File: src/rtl/regdump_controller.sv
// Register-file dump sequencer: strobes each debug register from FIRST_REG to LAST_REG
// and streams a five-byte frame {address, data MSB..LSB} per register over a valid/ready byte port.
module regdump_controller #(
  parameter int FIRST_REG = 0,
  parameter int LAST_REG  = 31
) (
  input  logic        clock,
  input  logic        reset,
  input  logic        start,
  input  logic        abort,
  input  logic [31:0] read_data_debug,
  input  logic        dump_ready,
  output logic [4:0]  read_address_debug,
  output logic        clock_debug,
  output logic [7:0]  dump_byte,
  output logic        dump_valid,
  output logic        busy,
  output logic        done
);

  typedef enum logic [2:0] {
    S_IDLE, S_ADDR, S_STROBE, S_CAPTURE, S_SEND, S_NEXT, S_DONE
  } state_t;

  localparam logic [4:0] FIRST_ADDR = 5'(FIRST_REG);
  localparam logic [4:0] LAST_ADDR  = 5'(LAST_REG);

  state_t      state;
  logic [31:0] word;
  logic [2:0]  byte_idx;  // index of the byte currently on dump_byte, 0 = address byte

  function automatic logic [7:0] word_byte(input logic [31:0] w, input logic [2:0] idx);
    logic [7:0] b;
    b = 8'h00;
    case (idx)
      3'd1:    b = w[31:24];
      3'd2:    b = w[23:16];
      3'd3:    b = w[15:8];
      3'd4:    b = w[7:0];
      default: b = 8'h00;
    endcase
    return b;
  endfunction

  // NOTE: every register below is updated with <= so all of them see the pre-edge
  // values of each other; blocking assignments here would create ordering races.
  always_ff @(posedge clock or negedge reset) begin
    if (!reset) begin
      state              <= S_IDLE;
      read_address_debug <= 5'd0;
      clock_debug        <= 1'b0;
      dump_byte          <= 8'h00;
      dump_valid         <= 1'b0;
      busy               <= 1'b0;
      done               <= 1'b0;
      word               <= 32'h0;
      byte_idx           <= 3'd0;
    end else if (abort && state != S_IDLE && state != S_DONE) begin
      // Partial frame is dropped; address and word keep their stale values.
      state       <= S_IDLE;
      clock_debug <= 1'b0;
      dump_valid  <= 1'b0;
      busy        <= 1'b0;
      done        <= 1'b0;
    end else begin
      case (state)
        S_IDLE: begin
          if (start) begin
            state              <= S_ADDR;
            read_address_debug <= FIRST_ADDR;
            busy               <= 1'b1;
          end
        end
        S_ADDR: begin
          state       <= S_STROBE;
          clock_debug <= 1'b1;
        end
        S_STROBE: begin
          state       <= S_CAPTURE;
          clock_debug <= 1'b0;
        end
        S_CAPTURE: begin
          state      <= S_SEND;
          word       <= read_data_debug;
          dump_byte  <= {3'b000, read_address_debug};
          dump_valid <= 1'b1;
          byte_idx   <= 3'd0;
        end
        S_SEND: begin
          if (dump_ready) begin
            if (byte_idx == 3'd4) begin
              state      <= S_NEXT;
              dump_valid <= 1'b0;
            end else begin
              byte_idx  <= byte_idx + 3'd1;
              dump_byte <= word_byte(word, byte_idx + 3'd1);
            end
          end
        end
        S_NEXT: begin
          if (read_address_debug == LAST_ADDR) begin
            state <= S_DONE;
            done  <= 1'b1;
          end else begin
            state              <= S_ADDR;
            read_address_debug <= read_address_debug + 5'd1;
          end
        end
        S_DONE: begin
          state <= S_IDLE;
          done  <= 1'b0;
          busy  <= 1'b0;
        end
        default: state <= S_IDLE;
      endcase
    end
  end

endmodule

File: config.mk
export PLATFORM = sky130hd
export DESIGN_NAME = regdump_controller
export DESIGN_NICKNAME = d
export VERILOG_FILES = /design/src/rtl/regdump_controller.sv
export SDC_FILE = /design/constraint.sdc
export NUM_CORES = 1
export LEC_CHECK = 0
export CAP_MARGIN = 20
export CORE_ASPECT_RATIO = 0.8
export CORE_UTILIZATION = 50
export CTS_BUF_LIST = sky130_fd_sc_hd__clkbuf_8 sky130_fd_sc_hd__clkbuf_16
export DETAILED_ROUTE_END_ITERATION = 8
export PLACE_DENSITY = 0.78
export SYNTH_ARGS = -nofsm -noshare
export SYNTH_HDL_FRONTEND = slang
export SYNTH_SLANG_ARGS = --single-unit
File: constraint.sdc
create_clock -name clock -period 2.95 [get_ports clock]
set_input_delay 0.4425 -clock clock [delete_from_list [all_inputs] [get_ports clock]]
set_output_delay 0.4425 -clock clock [all_outputs]
set_load 0.01 [all_outputs]
-- Yosys cells after proc, flatten, opt, wreduce, memory -nomap -nowiden
Cells that the tools add are included.
- register bits after elaboration: 55
- input port bits: 37
- mux-type cells: 28
- add/sub/neg operators: 2
- eq/ne operators: 21
- bitwise operators: 1
- reduce and logical (&&, ||, !) cells: 17
- operators by type and width (kind ; number):
    8-bit one-hot mux with 4 select lines ; 1
    3-bit two-way mux ; 7
    3-bit one-hot mux with 6 select lines ; 1
    8-bit two-way mux ; 2
    8-bit one-hot mux with 2 select lines ; 1
    3-bit == test, second input constant ; 5
    3-bit != test, second input constant ; 5
    3-bit nonzero test ; 5
    3-bit by 2-bit == test with 1-bit output, second input constant ; 4
    5-bit two-way mux ; 2
    5-bit one-hot mux with 2 select lines ; 1
    1-bit two-way mux ; 8
    2-bit != test, second input constant ; 4
    1-bit one-hot mux with 2 select lines ; 4
    4-bit AND reduction ; 2
    3-bit by 1-bit == test with 1-bit output, second input constant ; 2
    3-bit one-hot mux with 2 select lines ; 1
    2-bit AND reduction ; 3
    3-bit AND reduction ; 2
    5-bit by 1-bit adder with 5-bit output, second input constant ; 1
    5-bit == test, second input constant ; 1
    2-bit nonzero test ; 2
    3-bit by 1-bit adder with 3-bit output, second input constant ; 1
    3-bit zero test ; 1
    2 further kinds ; 3

-- Logic depth before layout (Yosys ltp)
- word-level depth: 6
- depth in mapped cells: 7
- gate-level depth less buffers: 7

-- Worst setup path after synthesis
OpenSTA, ideal clock, no wires.
- path type: reg2reg
- start: register read_address_debug[0]
- end: register read_address_debug[3]
- arrival time: 1.868 ns
- buffers on the path: 0
- setup time: 0.087 ns
- setup slack: 0.995 ns
- stages on the path, launching flop included: 8
- clock period less this slack: 1.955 ns
- cells stage by stage: dfrtp_1 ha_1 and3_1 ha_1 and4bb_2 o21ai_1 or3_1 a22oi_1
- cells in the longest elaborated chain, start to end: 3
- elaborated cells on any way between the ends: 6
- those cells by class: add/sub (1); eq/ne (2); mux (2); reduce/logical (1)
- RTL lines (element ; RTL line ; source):
    start, declared ; 13 ; output logic [4:0] read_address_debug,
    start signal, assigned ; 106 ; read_address_debug <= read_address_debug + 5'd1;
    5-bit by 1-bit adder with 5-bit output or 5-bit == test (tied branches) ; 106, 101 ;
    5-bit two-way mux or 2-bit != test (tied branches) ; -- ;
    5-bit one-hot mux with 2 select lines or 4-bit AND reduction (tied branches) ; -- ;
Several ways; a longest one is shown, not always the timed one. The select of a mux whose other input is x is not followed.
A chain may end at the register's enable or synchronous reset.

-- Worst setup path in the final report
- start: register byte_idx[0]
- end: register dump_byte[3]
- cells in the longest elaborated chain, start to end: 6
- elaborated cells on any way between the ends: 12
- those cells by class: add/sub (1); eq/ne (6); mux (4); reduce/logical (1)
- RTL lines (element ; RTL line ; source):
    start, declared ; 30 ; logic [2:0] byte_idx;
    start signal, assigned ; 95 ; byte_idx <= byte_idx + 3'd1;
    3-bit by 1-bit adder with 3-bit output ; 96 ; dump_byte <= word_byte(word, byte_idx + 3'd1);
    3-bit == test (tied with other cells) ; 35 ; case (idx)
    8-bit one-hot mux with 4 select lines ; 35 ;
    8-bit two-way mux ; 91 ; if (byte_idx == 3'd4) begin
    8-bit two-way mux ; 90 ; if (dump_ready) begin
    8-bit one-hot mux with 2 select lines ; 66 ; case (state)
    end signal, assigned ; 85 ; dump_byte <= {3'b000, read_address_debug};
    end signal, assigned ; 96 ;
    end, declared ; 15 ; output logic [7:0] dump_byte,
Several ways; a longest one is shown, not always the timed one. The select of a mux whose other input is x is not followed.

==> impl_metrics.csv <==
group,metric,value,unit
outcome,run_status,"completed",
pwr,power_leakage,1.46,nW
timing,timing.final.max_slew_violations,0,
floorplanning,rows,23,
route,vias,1965,
critical_path,start_kind,"register",
critical_path,cp-end-kind,"register",
critical_path,endpoint,"dump_byte[3]$_DFFE_PN0P_",
timing,setup_viol,0,
placement,portBuffers,53,
synthesis,synthesis.area,2660,um2
clock_network,cts-root-buf,"clkbuf_8",
global_routing,overflow,0,
synthesis,synth_cells,222,
timing,max_clock_freq,469,MHz
route,wl,5790,um
critical_path,cp-startpoint,"byte_idx[0]$_DFFE_PN0P_",
synthesis,synth_ff_type,"dfrtp_1",
timing,fin_crit_sh,72.2,%
floorplanning,ioPinCount,54,
finish,fill_cells,394,
run,max_cap_violations,0,
critical_path,reg2reg_to,"dump_byte[3]$_DFFE_PN0P_",
global_routing,grt_usage,22.0,%
critical_path,reg2reg_from,"byte_idx[0]$_DFFE_PN0P_",
clock_network,clkSlewWorstSetupHoldPaths,0.09,ns
route,dr.pass1.iters,7,
clock_network,cts_buffer_depth,2,
global_routing,grt_pass1_wl,9400,um
critical_path,r2r_slack,0.82,ns
timing,period_needed,2.13,ns
route,post_drt_wl_per_cell,17.3,um
clock_network,cts_tree,"yes",
finish,drive_above_1_share,18.3,%
synthesis,syn-mean-instance-area,12.0,um2
finish,final_util,65.6,%
synthesis,ys_seq_area_share,51.7,%
timing,worstMarginPinSlew,0.706,ns
finish,diodes,0,
floorplanning,die_x,83.6,um
global_routing,antenna_found_initial,0,
synthesis,synth-edff-count,0,
critical_path,reg2reg_depth,6,
synthesis,async_flop_share,100,%
placement,hpwl,4120,um
critical_path,worstPathRequired,3.16,ns
pwr,ir_drop,0.363,mV
route,drt_iter0_markers,162,
route,postRouteAntennaNets,0,
global_routing,grt_max_degree,25,
route,avgViaCountPerCell,5.87,
clock_network,clock_latency,0.31,ns
finish,final_nets,317,
timing,relSlewSlack,52.9,%
placement,place.gp.congestion,0.797,
timing,finalHoldViolCount,0,
timing,grt_setup_unrepaired,"false",
route,drc,0,
critical_path,critPathKind,"register to register",
clock_network,cts-resized-gates,0,
floorplanning,start_util,52.5,%
critical_path,arrival,2.34,ns
critical_path,critPathMaxFanout,14,
floorplanning,dieArea,5620,um2
synthesis,yosys_warnings,0,
clock_network,cts.sinks,55,
clock_network,htreeDepth,2,
pwr,power.density,770,nW/um2
synthesis,synth_cell_types,37,
clock_network,ctsHoldBuffers,0,
clock_network,cts_setup_buffers,0,
synthesis,mappedNetlistNets,266,
hold_path,hold_class,"primary input to asynchronous set/reset pin",
floorplanning,die_h,67.2,um
timing,fin_skew,0.00375,ns
synthesis,synth-seq-cells,55,
timing,finalSetupTns,0,ns
clock_network,cts_buffers,5,
floorplanning,core,5060,um2
global_routing,grt_pass1_vias,1879,
finish,area_growth,24.9,%
[logic make-up (layout without fill, tap and decap cells)]
family | after synthesis | count (layout) | share of synthesized area [%]
adders and majority gates | 7 | 7 | 3.29
AOI/OAI and AO/OA | 57 | 57 | 15.8
muxes | 33 | 33 | 14.0
DFF | 55 | 55 | 51.7
buffers and inverters | 20 | 71 | 3.72
and+or+nand+nor | 47 | 47 | 10.2
xor gates and xnor gates | 3 | 3 | 1.27
[placed cells by master (no fill, tap or decap), types with 4 or more instances in the layout]
master and instances:
mux2_2 33, clkbuf_8 5, a222oi_1 8, nand3_1 11, nor2_1 7, a21oi_1 6
inv_1 8, clkdlybuf4s50_1 52, a21o_1 6, o21ai_0 17, a22o_1 12, buf_4 4
ha_1 7, dfrtp_1 55, nand2_1 11
[cells in the mapped netlist, drive strengths merged (3+ instances only)]
library cell | instances | area share (%)
buf | 11 | 2.4
ha | 7 | 3.3
o21ai | 18 | 3.4
nor2 | 7 | 0.99
nand3 | 11 | 2.1
a22o | 12 | 4.0
a222oi | 8 | 3.0
nor3 | 3 | 0.99
mux2 | 33 | 14
a21o | 6 | 1.7
o211ai | 3 | 0.85
nor2b | 3 | 0.71
xor2 | 3 | 1.3
inv | 7 | 0.99
dfrtp | 55 | 52
nand2 | 11 | 1.6
a21oi | 6 | 1.1
[state kept, by name, summed over array words and instances, names as in the netlist]
signal	count
byte_idx	3
clock_debug	1
busy	1
dump_byte	8
read_address_debug	5
state	3
dump_valid	1
done	1
word	32
[critical path, cell delays in order (launching register included)]
cell     delay [ns]
dfrtp_1        0.46
inv_1          0.11
ha_1           0.46
nand2_1        0.19
a41oi_4        0.49
nor2_1         0.11
a22o_1         0.21
[through the flow]
stage	cells	setup WS (ns)	area, um2	hold WS (ns)	total power, W
5_1_grt	335	0.657	3320	0.0517	0.00272
3_3_place_gp	328	0.755	3220	0.375	0.00205
6_report	335	0.819	3320	0.0267	0.00256
4_1_cts	335	0.835	3320	0.0304	0.00257
3_5_place_dp	328	0.694	3220	0.382	0.00209
2_1_floorplan	222	0.995	2660	0.147	0.00176
[power by group]
group / total (W) / switching [W] / internal, W
clock network: 0.000486 / 0.000240 / 0.000246
logic: 0.000814 / 0.000347 / 0.000466
registers: 0.00126 / 0.000228 / 0.00103
[layout make-up]
cell class / instances / area (um2) / share of cell area (%)
Sequential cell: 55 / 1380 / 41.4
Multi-Input combinational cell: 147 / 1180 / 35.7
Timing Repair Buffer: 57 / 556 / 16.7
Tap cell: 62 / 77.6 / 2.33
Clock buffer: 5 / 68.8 / 2.07
Clock inverter: 2 / 33.8 / 1.02
Inverter: 7 / 26.3 / 0.791
[worst min path at each step]
stage,from,to,depth (start not counted)
6_report,reset,word[8]$_DFFE_PN0P_,1
3_3_place_gp,reset,word[26]$_DFFE_PN0P_,1
5_1_grt,reset,word[8]$_DFFE_PN0P_,1
2_1_floorplan,reset,busy$_DFFE_PN0P_,0
4_1_cts,reset,word[16]$_DFFE_PN0P_,1
3_5_place_dp,reset,word[16]$_DFFE_PN0P_,1
[routing by layer]
metal  share of wire [%]  GRT usage [%]  vias to the layer above
met5                   0              0                        -
met4                 1.7           10.4                        0
met3                 5.1           4.28                        7
met2                  46           32.6                       59
met1                  47           31.5                      971
li1                    -              -                      928
Power figures use the tool's default switching activity.
